File: config.mk
export PLATFORM = sky130hd
export DESIGN_NAME = store_unit
export DESIGN_NICKNAME = d
export VERILOG_FILES = /design/src/rtl/store_unit_pkg.sv /design/src/rtl/store_unit_align.sv /design/src/rtl/store_unit.sv
export SDC_FILE = /design/constraint.sdc
export NUM_CORES = 1
export LEC_CHECK = 0
export ABC_AREA = 1
export CAP_MARGIN = 20
export CORE_MARGIN = 5
export CORE_UTILIZATION = 47
export DETAILED_ROUTE_END_ITERATION = 7
export GPL_TIMING_DRIVEN = 0
export PLACE_DENSITY = 0.77
export SYNTH_ARGS = -nofsm -noshare
export SYNTH_HDL_FRONTEND = slang
export SYNTH_SLANG_ARGS = --single-unit
File: constraint.sdc
create_clock -name clk -period 1.45 [get_ports clk]
set_input_delay 0.2175 -clock clk [delete_from_list [all_inputs] [get_ports clk]]
set_output_delay 0.2175 -clock clk [all_outputs]
set_load 0.005 [all_outputs]
File: src/rtl/store_unit_pkg.sv
// Shared store-op encodings, FSM states and strobe helper for the store unit.
// Op values mirror the load-side constants so both paths decode req_op identically.
package store_unit_pkg;

  localparam logic [1:0] C_MEMSTORE_BYTE = 2'd0;
  localparam logic [1:0] C_MEMSTORE_HALF = 2'd1;
  localparam logic [1:0] C_MEMSTORE_WORD = 2'd2;

  typedef enum logic [2:0] {
    ST_IDLE  = 3'd0,
    ST_BEAT0 = 3'd1,
    ST_BEAT1 = 3'd2,
    ST_DONE  = 3'd3,
    ST_ERR   = 3'd4
  } store_state_t;

  // Unshifted strobe pattern for an access size; undefined ops fall through to WORD.
  function automatic logic [3:0] baseStrobe(input logic [1:0] op);
    logic [3:0] strb;
    case (op)
      C_MEMSTORE_BYTE: strb = 4'b0001;
      C_MEMSTORE_HALF: strb = 4'b0011;
      C_MEMSTORE_WORD: strb = 4'b1111;
      default:         strb = 4'b1111;
    endcase
    return strb;
  endfunction

endpackage

File: src/rtl/store_unit_align.sv
// Combinational lane aligner: places size-masked store data and strobes onto a
// 64-bit (two-word) window so the upper half directly forms the second beat.
module store_unit_align
  import store_unit_pkg::*;
(
  input  logic [1:0]  i_off,
  input  logic [31:0] i_data,
  input  logic [1:0]  i_op,
  output logic [63:0] o_d64,
  output logic [7:0]  o_s8
);

  logic [31:0] w_masked;
  logic [5:0]  w_shift;

  always_comb begin
    w_masked = i_data;
    case (i_op)
      C_MEMSTORE_BYTE: w_masked = {24'd0, i_data[7:0]};
      C_MEMSTORE_HALF: w_masked = {16'd0, i_data[15:0]};
      default:         w_masked = i_data;
    endcase
  end

  assign w_shift = {1'b0, i_off, 3'b000};
  assign o_d64   = {32'd0, w_masked} << w_shift;
  assign o_s8    = {4'd0, baseStrobe(i_op)} << i_off;

endmodule

File: src/rtl/store_unit.sv
// Write-side memory stage: accepts one store, emits one or two word-aligned
// write beats with byte strobes, then pulses done (or err when splitting is disabled).
module store_unit
  import store_unit_pkg::*;
#(
  parameter bit SPLIT_MISALIGNED = 1'b1
) (
  input  logic        clk,
  input  logic        rst_n,
  input  logic        req_valid,
  output logic        req_ready,
  input  logic [31:0] req_addr,
  input  logic [31:0] req_data,
  input  logic [1:0]  req_op,
  output logic        mem_wvalid,
  input  logic        mem_wready,
  output logic [31:0] mem_addr,
  output logic [31:0] mem_wdata,
  output logic [3:0]  mem_wstrb,
  output logic        done,
  output logic        err
);

  store_state_t r_state, w_nextState;

  logic        r_ready, r_wvalid, r_done, r_err;
  logic [31:0] r_memAddr, r_memData;
  logic [3:0]  r_memStrb;
  logic [31:0] r_hiAddr, r_hiData;
  logic [3:0]  r_hiStrb;

  logic [31:0] w_nextAddr, w_nextData;
  logic [3:0]  w_nextStrb;
  logic        w_loadHi;
  logic [63:0] w_d64;
  logic [7:0]  w_s8;
  logic        w_split;
  logic        w_hiPending;
  logic [31:0] w_beat0Addr;

  store_unit_align u_align (
    .i_off  (req_addr[1:0]),
    .i_data (req_data),
    .i_op   (req_op),
    .o_d64  (w_d64),
    .o_s8   (w_s8)
  );

  assign w_split     = (w_s8[7:4] != 4'd0);
  assign w_hiPending = (r_hiStrb != 4'd0);
  assign w_beat0Addr = {req_addr[31:2], 2'b00};

  // Next state plus next values of the registered beat outputs; beat fields hold while stalled.
  always_comb begin
    w_nextState = r_state;
    w_nextAddr  = r_memAddr;
    w_nextData  = r_memData;
    w_nextStrb  = r_memStrb;
    w_loadHi    = 1'b0;
    case (r_state)
      ST_IDLE: begin
        if (req_valid) begin
          if (w_split && !SPLIT_MISALIGNED) begin
            w_nextState = ST_ERR;
          end else begin
            w_nextState = ST_BEAT0;
            w_nextAddr  = w_beat0Addr;
            w_nextData  = w_d64[31:0];
            w_nextStrb  = w_s8[3:0];
            w_loadHi    = 1'b1;
          end
        end
      end
      ST_BEAT0: begin
        if (mem_wready) begin
          if (w_hiPending) begin
            w_nextState = ST_BEAT1;
            w_nextAddr  = r_hiAddr;
            w_nextData  = r_hiData;
            w_nextStrb  = r_hiStrb;
          end else begin
            w_nextState = ST_DONE;
            w_nextAddr  = 32'd0;
            w_nextData  = 32'd0;
            w_nextStrb  = 4'd0;
          end
        end
      end
      ST_BEAT1: begin
        if (mem_wready) begin
          w_nextState = ST_DONE;
          w_nextAddr  = 32'd0;
          w_nextData  = 32'd0;
          w_nextStrb  = 4'd0;
        end
      end
      ST_DONE: w_nextState = ST_IDLE;
      ST_ERR:  w_nextState = ST_IDLE;
      default: begin
        w_nextState = ST_IDLE;
        w_nextAddr  = 32'd0;
        w_nextData  = 32'd0;
        w_nextStrb  = 4'd0;
      end
    endcase
  end

  // Handshake flags are derived from the next state so every output leaves a flop.
  always_ff @(posedge clk or negedge rst_n) begin
    if (!rst_n) begin
      r_state   <= ST_IDLE;
      r_ready   <= 1'b1;
      r_wvalid  <= 1'b0;
      r_done    <= 1'b0;
      r_err     <= 1'b0;
      r_memAddr <= 32'd0;
      r_memData <= 32'd0;
      r_memStrb <= 4'd0;
    end else begin
      r_state   <= w_nextState;
      r_ready   <= (w_nextState == ST_IDLE);
      r_wvalid  <= (w_nextState == ST_BEAT0) || (w_nextState == ST_BEAT1);
      r_done    <= (w_nextState == ST_DONE);
      r_err     <= (w_nextState == ST_ERR);
      r_memAddr <= w_nextAddr;
      r_memData <= w_nextData;
      r_memStrb <= w_nextStrb;
    end
  end

  // Second-beat payload is captured at accept; the address wraps modulo 2^32.
  always_ff @(posedge clk or negedge rst_n) begin
    if (!rst_n) begin
      r_hiAddr <= 32'd0;
      r_hiData <= 32'd0;
      r_hiStrb <= 4'd0;
    end else if (w_loadHi) begin
      r_hiAddr <= w_beat0Addr + 32'd4;
      r_hiData <= w_d64[63:32];
      r_hiStrb <= w_s8[7:4];
    end
  end

  assign req_ready  = r_ready;
  assign mem_wvalid = r_wvalid;
  assign mem_addr   = r_memAddr;
  assign mem_wdata  = r_memData;
  assign mem_wstrb  = r_memStrb;
  assign done       = r_done;
  assign err        = r_err;

endmodule

==> Yosys cells after proc, flatten, opt, wreduce, memory -nomap -nowiden <==
Cells that the tools add are included.
{ "totals": {"regBits": 143, "inputBits": 70, "elab_cells": 57} }
{ "classes": {"add_sub_neg": 1, "eq_ne": 12, "n_shift": 2, "muxes": 23, "bitwise": 1, "reduce_logical": 7} }
{ "op_table": {"columns": ["cell", "count"], "rows": [
  ["32-bit case mux with 4 select lines", 2],
  ["32-bit two-way mux", 7],
  ["32-bit case mux with 2 select lines", 1],
  ["32-bit by 5-bit left shift with 64-bit output", 1],
  ["32-bit by 3-bit adder with 32-bit output, second input constant", 1],
  ["4-bit two-way mux", 4],
  ["4-bit case mux with 4 select lines", 1],
  ["3-bit by 2-bit == test with 1-bit output, second input constant", 4],
  ["3-bit two-way mux", 3],
  ["3-bit case mux with 3 select lines", 1],
  ["4-bit case mux with 2 select lines", 1],
  ["4-bit by 2-bit left shift with 8-bit output", 1],
  ["3-bit by 1-bit == test with 1-bit output, second input constant", 2],
  ["3-bit == test, second input constant", 2],
  ["3-bit logical NOT", 2],
  ["2-bit inequality test, second input constant", 3],
  ["4-bit AND reduction", 1],
  ["4-bit nonzero test", 1],
  ["1-bit two-way mux", 3],
  ["2-bit by 1-bit == test with 1-bit output, second input constant", 1],
  ["2-bit logical NOT", 1],
  ["2-bit OR reduction", 1],
  ["1-bit logical OR", 1],
  ["1-bit NOT", 1]
]} }

==> Longest topological paths before layout <==
{ "depth": {"word_depth": 6, "depth_mapped": 10} }

==> Modules after synthesis <==
Synthesis repeated with hierarchy kept, for this count alone.
{ "hier_totals": {"cells_unflattened": 1182, "area_unflattened_um2": 8002.7} }
{ "by_module_without_submodules": {"columns": ["module", "instances", "cells_each", "area_each_um2", "seq_area_each_um2"], "rows": [
  ["store_unit", 1, 945, 6947.9, 3479.6],
  ["store_unit_align", 1, 237, 1054.8, 0.0]
]} }

==> Worst setup path after synthesis <==
OpenSTA, ideal clock, no wires.
{ "synth_path": {"path_kind": "reg2reg", "from": "reg r_state[1]", "to": "reg r_memAddr[17] (netlist: mem_addr[17])", "t_arrival_ps": 1302, "required_ps": 1326, "path_slack_ps": 24, "stages_incl_launch_ff": 11, "cell_sequence": "dfrtp_1 nor2_1 nand2_2 inv_4 nand2_4 nand2_2 nand2_4 buf_6 buf_6 nand2_1 o21ai_1"} }
{ "synth_between": {"elab_chain_len": 4, "word_cells_on_any_way": 12, "classes_between": "eq/ne: 7; mux: 1; bitwise: 1; reduce/logical: 3"} }
{ "synth_rtl": {"columns": ["item", "line", "rtl"], "rows": [
  ["start: declaration", "store_unit.sv:24", "store_state_t r_state, w_nextState;"],
  ["start signal: assignment", "store_unit.sv:120", "r_state <= w_nextState;"],
  ["3-bit == test or 3-bit by 2-bit == test with 1-bit output (tied branches)", "store_unit.sv:60", "case (r_state)"],
  ["2-bit OR reduction (no line)", null, null],
  ["1-bit NOT (no line)", null, null],
  ["4-bit AND reduction (no line)", null, null],
  ["end signal: assignment", "store_unit.sv:125", "r_memAddr <= w_nextAddr;"],
  ["end: declaration", "store_unit.sv:27", "logic [31:0] r_memAddr, r_memData;"]
]} }
Several ways; a longest one is shown, not always the timed one.
A chain may end at the register's enable or synchronous reset.

==> Worst setup path after layout <==
{ "layout_path": {"from": "reg r_state[1]", "to": "reg r_memAddr[19] (netlist: mem_addr[19])"} }
The elaborated chain is that of the path after synthesis.

==> results.sh <==
export IMPL_regToRegStartpoint="r_state[1]"
export IMPL_place_port_buffers=138
export IMPL_whs_ns=0.221
export IMPL_design_area_mm2=0.0112
export IMPL_fillers=974
export IMPL_worst_slew_pin_slew_ns=0.559
export IMPL_holdPathStages=4
export IMPL_powerDensity_mw_per_mm2=1810
export IMPL_synth_edf_count=0
export IMPL_yosys_area_share_xor_xnor_pct=0.885
export IMPL_fp_dieW_um=131
export IMPL_synth_simple_gate_area_share_pct=30.0
export IMPL_synth_cells=943
export IMPL_path_cells="nor2_2 > nand2_4 > inv_6 > nand2_8 > nand2_8 > nand2_8 > buf_16 > buf_16 > nand2_4 > o21ai_2"
export IMPL_muxShareOfSynthArea_pct=0
export IMPL_met1_usage_pct=40.6
export IMPL_cap_violations=0
export IMPL_leakage_uw=0.00564
export IMPL_clkTransAtPathRegs_ns=0.06
export IMPL_cts_sink_count=130
export IMPL_vias_per_cell=5.75
export IMPL_cts_buffers=17
export IMPL_violations="setup timing"
export IMPL_grt_start_max_net_pins=77
export IMPL_regToRegEndpoint="mem_addr[19]"
export IMPL_setup_viol=114
export IMPL_fin_nets=1239
export IMPL_critical_path_arrival_ns=1.93
export IMPL_synth_warnings=0
export IMPL_cp_max_fo=6
export IMPL_synth_adder_area_share_pct=0.181
export IMPL_async_flop_share_pct=100
export IMPL_cts_root_buf="clkbuf_16"
export IMPL_cts_buffer_depth=2
export IMPL_grt_pass1_vias=7633
export IMPL_synth_ff_type="dfrtp_1"
export IMPL_holdCritStartpoint="req_addr[15]"
export IMPL_fin_skew_ns=0.00755
export IMPL_multi_input_area_mm2=0.00411
export IMPL_core_area_mm2=0.0145
export IMPL_drcViolationCount=0
export IMPL_postRouteAntennaNets=0
export IMPL_dieArea_mm2=0.0173
export IMPL_cp_end_kind="register"
export IMPL_drive_above_1_share_pct=29.6
export IMPL_r2r_cells=10
export IMPL_synth_compound_area_share_pct=14.3
export IMPL_cpMostUsedCell="nand2_8"
export IMPL_hold_class="in -> reg"
export IMPL_gr_usage_met3_pct=6.38
export IMPL_worst_setup_path_type="reg -> reg"
export IMPL_wl_per_cell_um=20.2
export IMPL_syn_avg_cell_area_um2=7.35
export IMPL_slowest_delay_ns=0.41
export IMPL_hold_viol_final=0
export IMPL_h_tree_depth=4
export IMPL_antenna_found_initial=1
export IMPL_timing_final_max_slew_violations=0
export IMPL_min_to="r_hiAddr[15]"
export IMPL_setup_tns_ns=-11.43
export IMPL_seqCellArea_mm2=0.00325
export IMPL_cp_slowest_cell="dfrtp_1"
export IMPL_gp_congestion=0.979
export IMPL_start_util_pct=47.9
export IMPL_max_freq_mhz=620
export IMPL_grtUsageTotal_pct=29.9
export IMPL_synth_distinct_cells=36
export IMPL_cts_tree="yes"
export IMPL_die_h_um=131
export IMPL_ir_drop_mv=1.12
export IMPL_yosys_register_bits=130
export IMPL_syn_to_final_growth_pct=62.0
export IMPL_start_kind="register"
export IMPL_clk_latency_ns=0.43
export IMPL_p_total_uw=20300
export IMPL_placed_cell_area_mm2=0.00858
export IMPL_routed_wl_mm=27.5
export IMPL_top_usage_layer="met2"
export IMPL_yosysSeqAreaShare_pct=47.0
export IMPL_num_vias=7856
export IMPL_dr_pass1_iters=6
export IMPL_drt_iter0_drc=1027
export IMPL_finalCritPeriodShare_pct=111
export IMPL_slew_headroom_pct=62.8
export IMPL_syn_area_mm2=0.00693
export IMPL_reg2reg_slack_ns=-0.16
export IMPL_grt_pass1_wl_mm=41.5
export IMPL_setup_slack_ns=-0.163
export IMPL_met2_usage_pct=47.8
export IMPL_period_minus_slack_ns=1.61
export IMPL_critical_path_required_ns=1.77
export IMPL_outcome="finished, violations left"
export IMPL_overflow=0
export IMPL_num_rows=44
export IMPL_synth_top_family_by_area="simple AND/OR/NAND/NOR gates"
export IMPL_rsz0062_at_grt="true"
export IMPL_ios=142
export IMPL_place_hpwl_mm=17.2
-- worst max path at each step --
| stage | slack (ns) | end | startpoint |
|---|---|---|---|
| after global routing | -0.22 | mem_wdata[16] | r_state[1] |
| after detailed placement | -0.81 | r_hiAddr[22] | req_addr[2] |
| after CTS | -0.17 | mem_wdata[29] | r_state[0] |
| after global placement | -4.98 | mem_addr[6] | rst_n |
| after floorplan | 0.02 | mem_addr[17] | r_state[1] |
| final | -0.16 | mem_addr[19] | r_state[1] |
-- final cells by class --
class	count	area share (%)
Inverter	72	2.65
Antenna cell	1	0.0223
Clock buffer	20	4.16
Timing Repair Buffer	202	18.8
Multi-Input combinational cell	698	36.6
Clock inverter	12	1.59
Timing Repair inverter	1	0.0780
Tap cell	184	2.05
Sequential cell	130	29.0
Buffer	46	5.06
-- per-stage QoR --
stage	instances	setup slack, ns	util, %
floorplan	946	0.0240	-
global placement	1268	-4.98	59.1
detailed placement	1269	-0.810	59.3
CTS	1360	-0.165	73.1
global route	1366	-0.221	77.5
finish	1366	-0.163	77.5
-- metal layers --
| layer | routed length [µm] | vias up |
|---|---|---|
| met2 | 12900 | 507 |
| met3 | 2790 | 104 |
| met4 | 1080 | 0 |
| met1 | 10800 | 3716 |
| met5 | 0 | - |
| li1 | - | 3529 |
-- sequential cells by signal, indices dropped and copies added, names as in the netlist --
| name | flops |
|---|---|
| mem_wstrb | 4 |
| r_state | 3 |
| done | 1 |
| mem_wdata | 32 |
| err | 1 |
| r_hiData | 24 |
| r_hiStrb | 3 |
| req_ready | 1 |
| r_hiAddr | 30 |
| mem_addr | 30 |
| mem_wvalid | 1 |
-- kinds of logic (layout without fill, tap and decap cells) --
| group | after synthesis | count (layout) |
|---|---|---|
| AO/OA/AOI/OAI | 161 | 161 |
| XOR/XNOR | 7 | 7 |
| adder cells (fa/ha/maj) | 1 | 1 |
| buffers and inverters | 118 | 353 |
| flip-flops | 130 | 130 |
| other | 1 | 5 |
| AND/OR/NAND/NOR | 525 | 525 |
-- critical path, delay by kind of cell, from the launching register on --
kind | cells | cell delay [ns]
and+or+nand+nor | 6 | 0.61
AOI/OAI and AO/OA | 1 | 0.05
buffers and inverters | 3 | 0.43
DFF | 1 | 0.41
-- cell usage in the layout (no fill, tap or decap), types with 4 or more instances in the layout --
cell / count
nand2_1: 285
dfrtp_1: 129
dlygate4sd2_1: 72
inv_1: 63
nand2_2: 61
nor2_1: 58
clkdlybuf4s50_1: 56
nand3_1: 40
buf_4: 40
nand2_4: 35
o21ai_0: 28
clkbuf_16: 27
o21ai_2: 25
o22ai_1: 23
buf_6: 19
a22oi_1: 19
nor2_4: 16
a22oi_2: 14
nor2_2: 14
o21ai_1: 11
buf_8: 11
o22ai_2: 10
dlymetal6s2s_1: 9
buf_12: 8
o21bai_1: 6
nand3_2: 6
a32o_1: 6
a21oi_2: 6
clkbuf_8: 6
buf_16: 6
a21oi_1: 5
clkbuf_2: 5
xnor2_1: 4
inv_2: 4
nand2_8: 4
conb_1: 4
bufinv_16: 4
-- cell usage after synthesis, types with 2 or more instances --
library cell / n / area [µm²]
nand2_1: 380 / 1430
dfrtp_1: 129 / 3230
nor2_1: 84 / 315
inv_1: 68 / 255
nand3_1: 46 / 230
o21ai_0: 37 / 185
o22ai_1: 34 / 213
a22oi_1: 33 / 248
o21ai_1: 27 / 135
buf_2: 20 / 100
clkbuf_1: 15 / 56.3
a21oi_1: 14 / 70.1
a32o_1: 6 / 60.1
buf_6: 6 / 67.6
o21bai_1: 6 / 45.0
nor2_2: 4 / 25.0
xnor2_1: 4 / 35.0
nand2_2: 3 / 18.8
xor2_1: 3 / 26.3
a2bb2oi_1: 2 / 17.5
buf_4: 2 / 15.0
clkbuf_2: 2 / 10.0
inv_4: 2 / 12.5
nand2_4: 2 / 22.5
nand4_1: 2 / 12.5
or2_2: 2 / 12.5
-- power by group --
part / internal, µW / switching [µW]
clock: 3020 / 1690
combinational: 4690 / 4880
sequential: 5090 / 971
total: 12800 / 7540
-- timing repair --
action                                 CTS  global route
setup endpoints to repair              194           126
cloned                                  14             5
endpoints found under the hold margin   54             0
gates resized for setup                286           187
hold buffers                             1             0
pin swaps                               52            36
buffers inserted                        44             4
Note: power is estimated with default switching activity, not from simulation.
